**src/rtl/multicycle_control_if.sv**
```systemverilog
// -----------------------------------------------------------------------------
// multicycle_control_if
//   Bundles the sequencer's status inputs and datapath control outputs.
//
//   slave  modport : the control FSM (consumes status, drives controls)
//   master modport : the datapath / environment (drives status, consumes controls)
//
//   Status   : en, opcode[5:0], zero, mem_ready
//   Controls : pc_write, pc_write_cond, iord, mem_read, mem_write, ir_write,
//              mem_2_reg, reg_dst, reg_write, alu_src_a, alu_src_b[1:0],
//              alu_op[1:0], pc_source[1:0]
//   Status out: instr_done, illegal_op, retired[CNT_W-1:0], state[3:0]
// -----------------------------------------------------------------------------
interface multicycle_control_if #(
  parameter int CNT_W = 32
);
  logic             en;
  logic [5:0]       opcode;
  logic             zero;
  logic             mem_ready;

  logic             pc_write;
  logic             pc_write_cond;
  logic             iord;
  logic             mem_read;
  logic             mem_write;
  logic             ir_write;
  logic             mem_2_reg;
  logic             reg_dst;
  logic             reg_write;
  logic             alu_src_a;
  logic [1:0]       alu_src_b;
  logic [1:0]       alu_op;
  logic [1:0]       pc_source;
  logic             instr_done;
  logic             illegal_op;
  logic [CNT_W-1:0] retired;
  logic [3:0]       state;

  modport slave (
    input  en, opcode, zero, mem_ready,
    output pc_write, pc_write_cond, iord, mem_read, mem_write, ir_write,
           mem_2_reg, reg_dst, reg_write, alu_src_a, alu_src_b, alu_op,
           pc_source, instr_done, illegal_op, retired, state
  );

  modport master (
    output en, opcode, zero, mem_ready,
    input  pc_write, pc_write_cond, iord, mem_read, mem_write, ir_write,
           mem_2_reg, reg_dst, reg_write, alu_src_a, alu_src_b, alu_op,
           pc_source, instr_done, illegal_op, retired, state
  );
endinterface

```
**src/rtl/multicycle_control.sv**
```systemverilog
// -----------------------------------------------------------------------------
// multicycle_control
//   Sequencing FSM for a multicycle MIPS datapath. Every instruction walks
//   FETCH -> DECODE -> (execute / memory / writeback states) and the block
//   drives ALU, memory, IR, PC and register-file controls for each state.
//   Memory accesses stall on mem_ready; completed instructions are counted in
//   retired; unsupported opcodes set the sticky illegal_op flag.
//
// Ports
//   clk    : clock, rising edge
//   rst_n  : synchronous reset, active-low
//   bus    : multicycle_control_if.slave (status in, controls out)
//
// State encoding (bus.state, debug only)
//   0 IDLE  1 FETCH  2 DECODE  3 EXEC_R  4 R_WB  5 EXEC_I  6 I_WB
//   7 MEM_ADDR  8 MEM_RD  9 MEM_WB  10 MEM_WR  11 BRANCH  12 JUMP  13 BAD
//
// Moore controls are registered: they are decoded from the next state and
// loaded together with the state register. The only controls that also
// depend on the current input are the FETCH strobes (ir_write, pc_write) and
// the MEM_WR completion pulse, which are qualified by mem_ready.
// -----------------------------------------------------------------------------
module multicycle_control #(
  parameter int         CNT_W         = 32,
  parameter logic [1:0] ADD_OPCODE    = 2'd0,
  parameter logic [1:0] SUB_OPCODE    = 2'd1,
  parameter logic [1:0] R_TYPE_OPCODE = 2'd2
) (
  input logic                  clk,
  input logic                  rst_n,
  multicycle_control_if.slave  bus
);

  typedef enum logic [3:0] {
    IDLE     = 4'd0,
    FETCH    = 4'd1,
    DECODE   = 4'd2,
    EXEC_R   = 4'd3,
    R_WB     = 4'd4,
    EXEC_I   = 4'd5,
    I_WB     = 4'd6,
    MEM_ADDR = 4'd7,
    MEM_RD   = 4'd8,
    MEM_WB   = 4'd9,
    MEM_WR   = 4'd10,
    BRANCH   = 4'd11,
    JUMP     = 4'd12,
    BAD      = 4'd13
  } state_t;

  localparam logic [5:0] OP_RTYPE = 6'h00;
  localparam logic [5:0] OP_ADDI  = 6'h08;
  localparam logic [5:0] OP_LW    = 6'h23;
  localparam logic [5:0] OP_SW    = 6'h2B;
  localparam logic [5:0] OP_BEQ   = 6'h04;
  localparam logic [5:0] OP_J     = 6'h02;

  // Registered per-state control word. fetch and wr_done are internal
  // qualifiers combined with mem_ready at the output.
  typedef struct packed {
    logic       pc_write;
    logic       pc_write_cond;
    logic       iord;
    logic       mem_read;
    logic       mem_write;
    logic       fetch;
    logic       mem_2_reg;
    logic       reg_dst;
    logic       reg_write;
    logic       alu_src_a;
    logic [1:0] alu_src_b;
    logic [1:0] alu_op;
    logic [1:0] pc_source;
    logic       done;
    logic       wr_done;
  } ctl_t;

  state_t           state_q, state_d;
  ctl_t             ctl_q;
  logic             illegal_q;
  logic [CNT_W-1:0] retired_q;
  logic             instr_done;

  // Control word for a given state; anything not set here stays 0.
  function automatic ctl_t decode(input state_t s);
    ctl_t c;
    c        = '0;
    c.alu_op = ADD_OPCODE;
    case (s)
      FETCH: begin
        c.fetch     = 1'b1;
        c.mem_read  = 1'b1;
        c.alu_src_b = 2'b01;
      end
      DECODE: begin
        // Branch target precomputed while the opcode is decoded
        c.alu_src_b = 2'b11;
      end
      EXEC_R: begin
        c.alu_src_a = 1'b1;
        c.alu_src_b = 2'b00;
        c.alu_op    = R_TYPE_OPCODE;
      end
      R_WB: begin
        c.reg_dst   = 1'b1;
        c.reg_write = 1'b1;
        c.done      = 1'b1;
      end
      EXEC_I, MEM_ADDR: begin
        c.alu_src_a = 1'b1;
        c.alu_src_b = 2'b10;
      end
      I_WB: begin
        c.reg_write = 1'b1;
        c.done      = 1'b1;
      end
      MEM_RD: begin
        c.iord     = 1'b1;
        c.mem_read = 1'b1;
      end
      MEM_WB: begin
        c.mem_2_reg = 1'b1;
        c.reg_write = 1'b1;
        c.done      = 1'b1;
      end
      MEM_WR: begin
        c.iord      = 1'b1;
        c.mem_write = 1'b1;
        c.wr_done   = 1'b1;
      end
      BRANCH: begin
        c.alu_src_a     = 1'b1;
        c.alu_src_b     = 2'b00;
        c.alu_op        = SUB_OPCODE;
        c.pc_write_cond = 1'b1;
        c.pc_source     = 2'b01;
        c.done          = 1'b1;
      end
      JUMP: begin
        c.pc_write  = 1'b1;
        c.pc_source = 2'b10;
        c.done      = 1'b1;
      end
      default: ;
    endcase
    return c;
  endfunction

  // Next-state decode
  always_comb begin
    state_d = state_q;
    case (state_q)
      IDLE:     if (bus.en) state_d = FETCH;
      FETCH:    if (bus.mem_ready) state_d = DECODE;
      DECODE: begin
        case (bus.opcode)
          OP_RTYPE:      state_d = EXEC_R;
          OP_ADDI:       state_d = EXEC_I;
          OP_LW, OP_SW:  state_d = MEM_ADDR;
          OP_BEQ:        state_d = BRANCH;
          OP_J:          state_d = JUMP;
          default:       state_d = BAD;
        endcase
      end
      EXEC_R:   state_d = R_WB;
      EXEC_I:   state_d = I_WB;
      MEM_ADDR: state_d = (bus.opcode == OP_LW) ? MEM_RD : MEM_WR;
      MEM_RD:   if (bus.mem_ready) state_d = MEM_WB;
      MEM_WR:   if (bus.mem_ready) state_d = bus.en ? FETCH : IDLE;
      // Last state of an instruction: en is only consulted here, so a
      // deasserted en lets the instruction in flight finish first.
      R_WB, I_WB, MEM_WB, BRANCH, JUMP, BAD:
                state_d = bus.en ? FETCH : IDLE;
      default:  state_d = IDLE;
    endcase
  end

  assign instr_done = ctl_q.done | (ctl_q.wr_done & bus.mem_ready);

  // State / control register stage
  always_ff @(posedge clk) begin
    if (!rst_n) begin
      state_q   <= IDLE;
      ctl_q     <= decode(IDLE);
      illegal_q <= 1'b0;
      retired_q <= '0;
    end else begin
      state_q <= state_d;
      ctl_q   <= decode(state_d);
      // Set on entry so the flag is already high while sitting in BAD
      if (state_d == BAD) illegal_q <= 1'b1;
      if (instr_done)     retired_q <= retired_q + CNT_W'(1);
    end
  end

  // Output stage
  assign bus.pc_write      = ctl_q.pc_write | (ctl_q.fetch & bus.mem_ready);
  assign bus.pc_write_cond = ctl_q.pc_write_cond;
  assign bus.iord          = ctl_q.iord;
  assign bus.mem_read      = ctl_q.mem_read;
  assign bus.mem_write     = ctl_q.mem_write;
  assign bus.ir_write      = ctl_q.fetch & bus.mem_ready;
  assign bus.mem_2_reg     = ctl_q.mem_2_reg;
  assign bus.reg_dst       = ctl_q.reg_dst;
  assign bus.reg_write     = ctl_q.reg_write;
  assign bus.alu_src_a     = ctl_q.alu_src_a;
  assign bus.alu_src_b     = ctl_q.alu_src_b;
  assign bus.alu_op        = ctl_q.alu_op;
  assign bus.pc_source     = ctl_q.pc_source;
  assign bus.instr_done    = instr_done;
  assign bus.illegal_op    = illegal_q;
  assign bus.retired       = retired_q;
  assign bus.state         = state_q;

endmodule

```
**src/flat_wrapper.sv**
```systemverilog
// flat-port wrapper written by rule: the top's interface ports become plain ports
module multicycle_control_flat 
#(
  parameter int         CNT_W         = 32,
  parameter logic [1:0] ADD_OPCODE    = 2'd0,
  parameter logic [1:0] SUB_OPCODE    = 2'd1,
  parameter logic [1:0] R_TYPE_OPCODE = 2'd2
)
  (clk, rst_n, bus_en, bus_opcode, bus_zero, bus_mem_ready, bus_pc_write, bus_pc_write_cond, bus_iord, bus_mem_read, bus_mem_write, bus_ir_write, bus_mem_2_reg, bus_reg_dst, bus_reg_write, bus_alu_src_a, bus_alu_src_b, bus_alu_op, bus_pc_source, bus_instr_done, bus_illegal_op, bus_retired, bus_state);
  multicycle_control_if #(.CNT_W(CNT_W)) bus_i ();
  input logic clk;
  input logic rst_n;
  input wire logic [$bits(bus_i.en)-1:0] bus_en;
  input wire logic [$bits(bus_i.opcode)-1:0] bus_opcode;
  input wire logic [$bits(bus_i.zero)-1:0] bus_zero;
  input wire logic [$bits(bus_i.mem_ready)-1:0] bus_mem_ready;
  output wire logic [$bits(bus_i.pc_write)-1:0] bus_pc_write;
  output wire logic [$bits(bus_i.pc_write_cond)-1:0] bus_pc_write_cond;
  output wire logic [$bits(bus_i.iord)-1:0] bus_iord;
  output wire logic [$bits(bus_i.mem_read)-1:0] bus_mem_read;
  output wire logic [$bits(bus_i.mem_write)-1:0] bus_mem_write;
  output wire logic [$bits(bus_i.ir_write)-1:0] bus_ir_write;
  output wire logic [$bits(bus_i.mem_2_reg)-1:0] bus_mem_2_reg;
  output wire logic [$bits(bus_i.reg_dst)-1:0] bus_reg_dst;
  output wire logic [$bits(bus_i.reg_write)-1:0] bus_reg_write;
  output wire logic [$bits(bus_i.alu_src_a)-1:0] bus_alu_src_a;
  output wire logic [$bits(bus_i.alu_src_b)-1:0] bus_alu_src_b;
  output wire logic [$bits(bus_i.alu_op)-1:0] bus_alu_op;
  output wire logic [$bits(bus_i.pc_source)-1:0] bus_pc_source;
  output wire logic [$bits(bus_i.instr_done)-1:0] bus_instr_done;
  output wire logic [$bits(bus_i.illegal_op)-1:0] bus_illegal_op;
  output wire logic [$bits(bus_i.retired)-1:0] bus_retired;
  output wire logic [$bits(bus_i.state)-1:0] bus_state;
  assign bus_i.en = bus_en;
  assign bus_i.opcode = bus_opcode;
  assign bus_i.zero = bus_zero;
  assign bus_i.mem_ready = bus_mem_ready;
  assign bus_pc_write = bus_i.pc_write;
  assign bus_pc_write_cond = bus_i.pc_write_cond;
  assign bus_iord = bus_i.iord;
  assign bus_mem_read = bus_i.mem_read;
  assign bus_mem_write = bus_i.mem_write;
  assign bus_ir_write = bus_i.ir_write;
  assign bus_mem_2_reg = bus_i.mem_2_reg;
  assign bus_reg_dst = bus_i.reg_dst;
  assign bus_reg_write = bus_i.reg_write;
  assign bus_alu_src_a = bus_i.alu_src_a;
  assign bus_alu_src_b = bus_i.alu_src_b;
  assign bus_alu_op = bus_i.alu_op;
  assign bus_pc_source = bus_i.pc_source;
  assign bus_instr_done = bus_i.instr_done;
  assign bus_illegal_op = bus_i.illegal_op;
  assign bus_retired = bus_i.retired;
  assign bus_state = bus_i.state;
  multicycle_control #(.CNT_W(CNT_W), .ADD_OPCODE(ADD_OPCODE), .SUB_OPCODE(SUB_OPCODE), .R_TYPE_OPCODE(R_TYPE_OPCODE)) u_core (.clk(clk), .rst_n(rst_n), .bus(bus_i));
endmodule
```
**config.mk**
```make
export PLATFORM = sky130hd
export DESIGN_NAME = multicycle_control_flat
export DESIGN_NICKNAME = d
export VERILOG_FILES = /design/src/rtl/multicycle_control_if.sv /design/src/rtl/multicycle_control.sv /design/src/flat_wrapper.sv
export SDC_FILE = /design/constraint.sdc
export NUM_CORES = 1
export LEC_CHECK = 0
export ABC_CLOCK_PERIOD_IN_PS = 2500
export BUFFER_PORTS_ARGS = -buffer_cell sky130_fd_sc_hd__clkbuf_2
export CORE_MARGIN = 5
export CORE_UTILIZATION = 50
export DETAILED_ROUTE_END_ITERATION = 6
export PLACE_DENSITY_LB_ADDON = 0.3
export REMOVE_ABC_BUFFERS = 1
export SLEW_MARGIN = 20
export SYNTH_ARGS = -nofsm -noshare
export SYNTH_HDL_FRONTEND = slang
export SYNTH_SLANG_ARGS = --single-unit
```
**constraint.sdc**
```tcl
create_clock -name clk -period 2.5 [get_ports clk]
set_input_delay 0.75 -clock clk [delete_from_list [all_inputs] [get_ports clk]]
set_output_delay 0.75 -clock clk [all_outputs]
set_load 0.02 [all_outputs]
```
# Yosys cells after proc, flatten, opt, wreduce, memory -nomap -nowiden
# Cells that the tools add are included.
# op_classes
bitwise	4
n_mux	22
n_reduce_logical	10
n_eq_ne	31
addsub	1
# op_table
cell	n
4-bit == test (second input constant)	12
4-bit one-hot mux with 9 select lines	1
32-bit by 1-bit adder with 32-bit output (second input constant)	1
4-bit by 3-bit == test with 1-bit output (second input constant)	8
4-bit one-hot mux with 5 select lines	1
4-bit by 2-bit == test with 1-bit output (second input constant)	4
4-bit two-way mux	4
6-bit == test (second input constant)	2
1-bit two-way mux	12
4-bit by 1-bit == test with 1-bit output (second input constant)	2
2-bit one-hot mux with 2 select lines	2
2-bit OR reduction	4
6-bit by 2-bit == test with 1-bit output (second input constant)	1
6-bit by 3-bit == test with 1-bit output (second input constant)	1
6-bit by 4-bit == test with 1-bit output (second input constant)	1
6-bit zero test	1
2-bit one-hot mux with 3 select lines	1
6-bit OR reduction	1
5-bit OR reduction	1
4-bit zero test	1
4-bit OR reduction	1
3-bit OR reduction	1
1-bit AND	2
2-bit two-way mux	1
1-bit bitwise OR	2
# word_totals
in_bits	11
regBits	54
output_inout_bits	54
wordCells	85

# Logic depth before layout (Yosys ltp)
# depth
word_depth	7
ltp_mapped	6
ltp_nobuf	6

# Least setup slack after synthesis
# No wires, ideal clock.
# synth_path
kind	input to register
start	input bus_opcode[0]
end	register u_core.ctl_q (netlist bit u_core.bus.pc_source[1])
slack_ns	0.289
path_buffers	0
t_arrival_ns	2.146
required_time_ns	2.434
stages	5
setup_time_ns	0.066
path_cell_list	or4_4 o21ai_2 o221ai_2 or4_1 nor2_1
# synth_between
elab_chain_cells	6
word_cells_on_any_way	13
cone_classes	eq/ne: 7; mux: 4; reduce/logical: 2
# synth_rtl
element	line	source
from (decl)	flat_wrapper.sv:14	input wire logic [$bits(bus_i.opcode)-1:0] bus_opcode;
6-bit == test (on tied branches)	multicycle_control.sv:156, multicycle_control.sv:167	
2-bit OR reduction	multicycle_control.sv:156	case (bus.opcode)
4-bit one-hot mux with 5 select lines	multicycle_control.sv:156	
4-bit one-hot mux with 9 select lines (*)	multicycle_control.sv:152	case (state_q)
4-bit == test	multicycle_control.sv:89	case (s)
2-bit one-hot mux with 2 select lines (*)	multicycle_control.sv:89	
to (signal assigned)	multicycle_control.sv:184	ctl_q <= decode(IDLE);
to (signal assigned)	multicycle_control.sv:189	ctl_q <= decode(state_d);
to (decl)	multicycle_control.sv:79	ctl_t ctl_q;
# Mark *: on every way between the ends. The rest lies on a longest branch, timed or not.
# A chain may end at the register's enable or synchronous reset.

# Worst setup path in the final report
# layout_path
start	input bus_mem_ready
end	output bus_instr_done
# layout_between
elab_chain_cells	2
# layout_rtl
element	line	source
from (decl)	flat_wrapper.sv:16	input wire logic [$bits(bus_i.mem_ready)-1:0] bus_mem_ready;
1-bit AND	multicycle_control.sv:178	assign instr_done = ctl_q.done | (ctl_q.wr_done & bus.mem_ready);
1-bit bitwise OR	multicycle_control.sv:178	
to (decl)	flat_wrapper.sv:30	output wire logic [$bits(bus_i.instr_done)-1:0] bus_instr_done;
# Every way passes these cells.

==> out/metrics.csv <==
metric,value,unit
status,finished clean,
yosysTopAreaCell,dfxtp_1,
fin_nets,352,
grt_max_degree,18,
clkPwrFrac,39.9,%
cp-end-kind,output port,
synthCells,274,
worst_r2r_path_depth,5,
synth_seq_cells,52,
synthTopCellsByCount,"dfxtp_1, nor2_1, nand2_1, xor2_1, nand3_1",
power_frac_seq,50.2,%
final_max_slew_viol_count,0,
avgSynthCellArea,8.704,sq um
routed_wl,5600,um
relSlewSlack,56.09,%
post-synth-top-count-cell,dfxtp_1,
cts_hold_buf,0,
die_h,79.06,um
rsz0062_at_grt,no,
clk_latency,0.31,ns
fin_tns_setup,0,ns
drtAntennaViolNets,0,
maxUsedRoutingLayer,met4,
dpl.cell_count,387,
holdPathEnd,u_core.bus.retired[31],
rows,25,
wl_met3,346,um
syn_to_final_growth,21.77,%
multi_input_area,1215,sq um
nFillCells,426,
clock.fmax,414.5,MHz
largest_reg_flops,32,
synth-main-ff-cell,dfxtp_1,
start_util,50.83,%
wl_met2,2822,um
cp_max_fo,7,
cts_setup_buffers,0,
r2r_start,u_core.bus.retired[14],
syn_area,2385,sq um
min_period_over_period,96.49,%
hold_viol_final,0,
cts_sinks,52,
comb_power_share,9.8,%
hold_depth,2,
grt-ovfl-total,0,
maxCapViolations,0,
internal_power,0.001314,W
setup-violations-final,0,
grt_pass1_vias,2066,
portBuffers,63,
swShare,23.54,%
synth_edf_count,0,
r2r_end,u_core.bus.retired[31],
cp-start-kind,input port,
grtUsageTotal,18.73,%
chipWidth,79.06,um
path_class,in -> out,
vias,2167,
fp.dieArea,6250,sq um
via_per_inst,5.486,
drive_above_1_share,27.86,%
cts_tree,done,
cts_resized,0,
ys_types,49,
grt_pass1_wl,9390,um
antenna_cells,0,
synth-seq-area-share,43.65,%
ff2ff_setup_slack,0.45,ns
coreArea,4692,sq um
cts-root-buf,clkbuf_8,
yosysWarnings,0,
worst_pin_slew,0.6536,ns
numCtsBuffers,5,
startpoint,bus_mem_ready,
synth.top_cell.area_share,43.65,%
holdCritStartpoint,u_core.bus.retired[31],
firstDrtPassIters,5,
p_switching,0.0004045,W
finalWeightedCongestion,0.8470,
drc,0,
layout.cells.non_filler,395,
synth_area_leaders,"dfxtp_1, nor2_1, xor2_1, xnor2_1, nand2_1",
worstPathArrival,1.66,ns
hp-class,reg -> reg,
period_needed,2.412,ns
clk_path_buf_depth,2,
wl_met1,2377,um
ctsHtreeMaxLevel,2,
regArea,1041,sq um
worst_ir_drop_vdd,0.0004845,V
wl_per_cell,14.18,um
async_flop_share,0,%
p_leak,1.265,nW
ioPinCount,65,
path_clk_slew,0.09,ns
final_util,61.89,%
cellPowerDensity,591.7,nW/um^2
drt_iter0_drc,64,
grt_antenna_before_repair,0,
skew,0.009246,ns
worstPathRequired,1.75,ns
hpwl,4167,um
==> worst max-delay path: stages <==
cell,delay [ns]
clkbuf_2,0.14
a21oi_1,0.39
inv_1,0.19
clkbuf_2,0.20
==> final cells by class <==
cell class / count / area share (%)
clock buffer: 5 / 2.370
multi-input combinational: 195 / 41.84
sequential: 52 / 35.85
clock inverter: 3 / 2.370
inverter: 12 / 1.551
timing repair buffer: 74 / 13.70
tap: 54 / 2.327
==> metrics by stage <==
stage          area, sq um  total power, W  hold slack (ns)  worst slack [ns]
2_1_floorplan         2301       0.0009809           0.5133            0.2833
5_1_grt               2904        0.001797           0.5136           0.02109
4_1_cts               2904        0.001731           0.4855            0.1012
3_5_place_dp          2766        0.001050           0.4729            0.1332
6_report              2904        0.001718           0.4824           0.08773
3_3_place_gp          2766        0.001046           0.4650            0.1467
==> power groups by stage <==
stage	registers [W]	logic [W]	clock network, W
2_1_floorplan	0.000898	0.0000826	0
4_1_cts	0.000863	0.000170	0.000698
5_1_grt	0.000866	0.000185	0.000746
3_5_place_dp	0.000882	0.000168	0
6_report	0.000863	0.000169	0.000686
3_3_place_gp	0.000882	0.000164	0
==> placed cells by master, fill, tap and decap left out, types with 2 or more instances in the layout <==
cell | synthesis | routed
clkbuf_2 | 0 | 63
dfxtp_1 | 52 | 52
nor2_1 | 40 | 40
nand2_1 | 23 | 23
xor2_1 | 14 | 14
nand3_1 | 12 | 12
inv_1 | 11 | 11
nand4_1 | 11 | 11
buf_4 | 6 | 11
xnor2_1 | 10 | 10
a21oi_1 | 9 | 9
or4_1 | 7 | 7
and3_1 | 6 | 6
nor3_1 | 5 | 5
o211ai_1 | 5 | 5
clkbuf_8 | 0 | 5
and2_1 | 4 | 4
o21ai_0 | 4 | 4
or3_1 | 4 | 4
nand3_2 | 3 | 3
nor4_1 | 3 | 3
o22ai_1 | 3 | 3
o31ai_1 | 3 | 3
and4b_1 | 2 | 2
a2111oi_0 | 2 | 2
nor2b_1 | 2 | 2
nand2b_1 | 2 | 2
bufinv_16 | 0 | 2
==> worst max path at each step <==
stage               slack (ns)                       to
detailed placement        0.13           bus_instr_done
global route              0.02           bus_instr_done
CTS                       0.10           bus_instr_done
floorplan                 0.28  u_core.bus.pc_source[1]
finish                    0.09           bus_instr_done
global placement          0.15           bus_instr_done
==> cells by family after synthesis <==
group	after synthesis	share of synthesized area [%]
flops	52	43.65
simple gates	134	30.64
fa+ha+maj	1	0.5246
buf+inv	27	5.404
xor+xnor	24	8.814
compound gates	36	10.97
==> routing by layer <==
layer	vias up	global-route usage, %
met3	6	6.122
met2	59	33.16
met1	1005	21.25
met4	0	5.842
li1	1097	-
met5	-	0
Power figures use the tool's default switching activity.
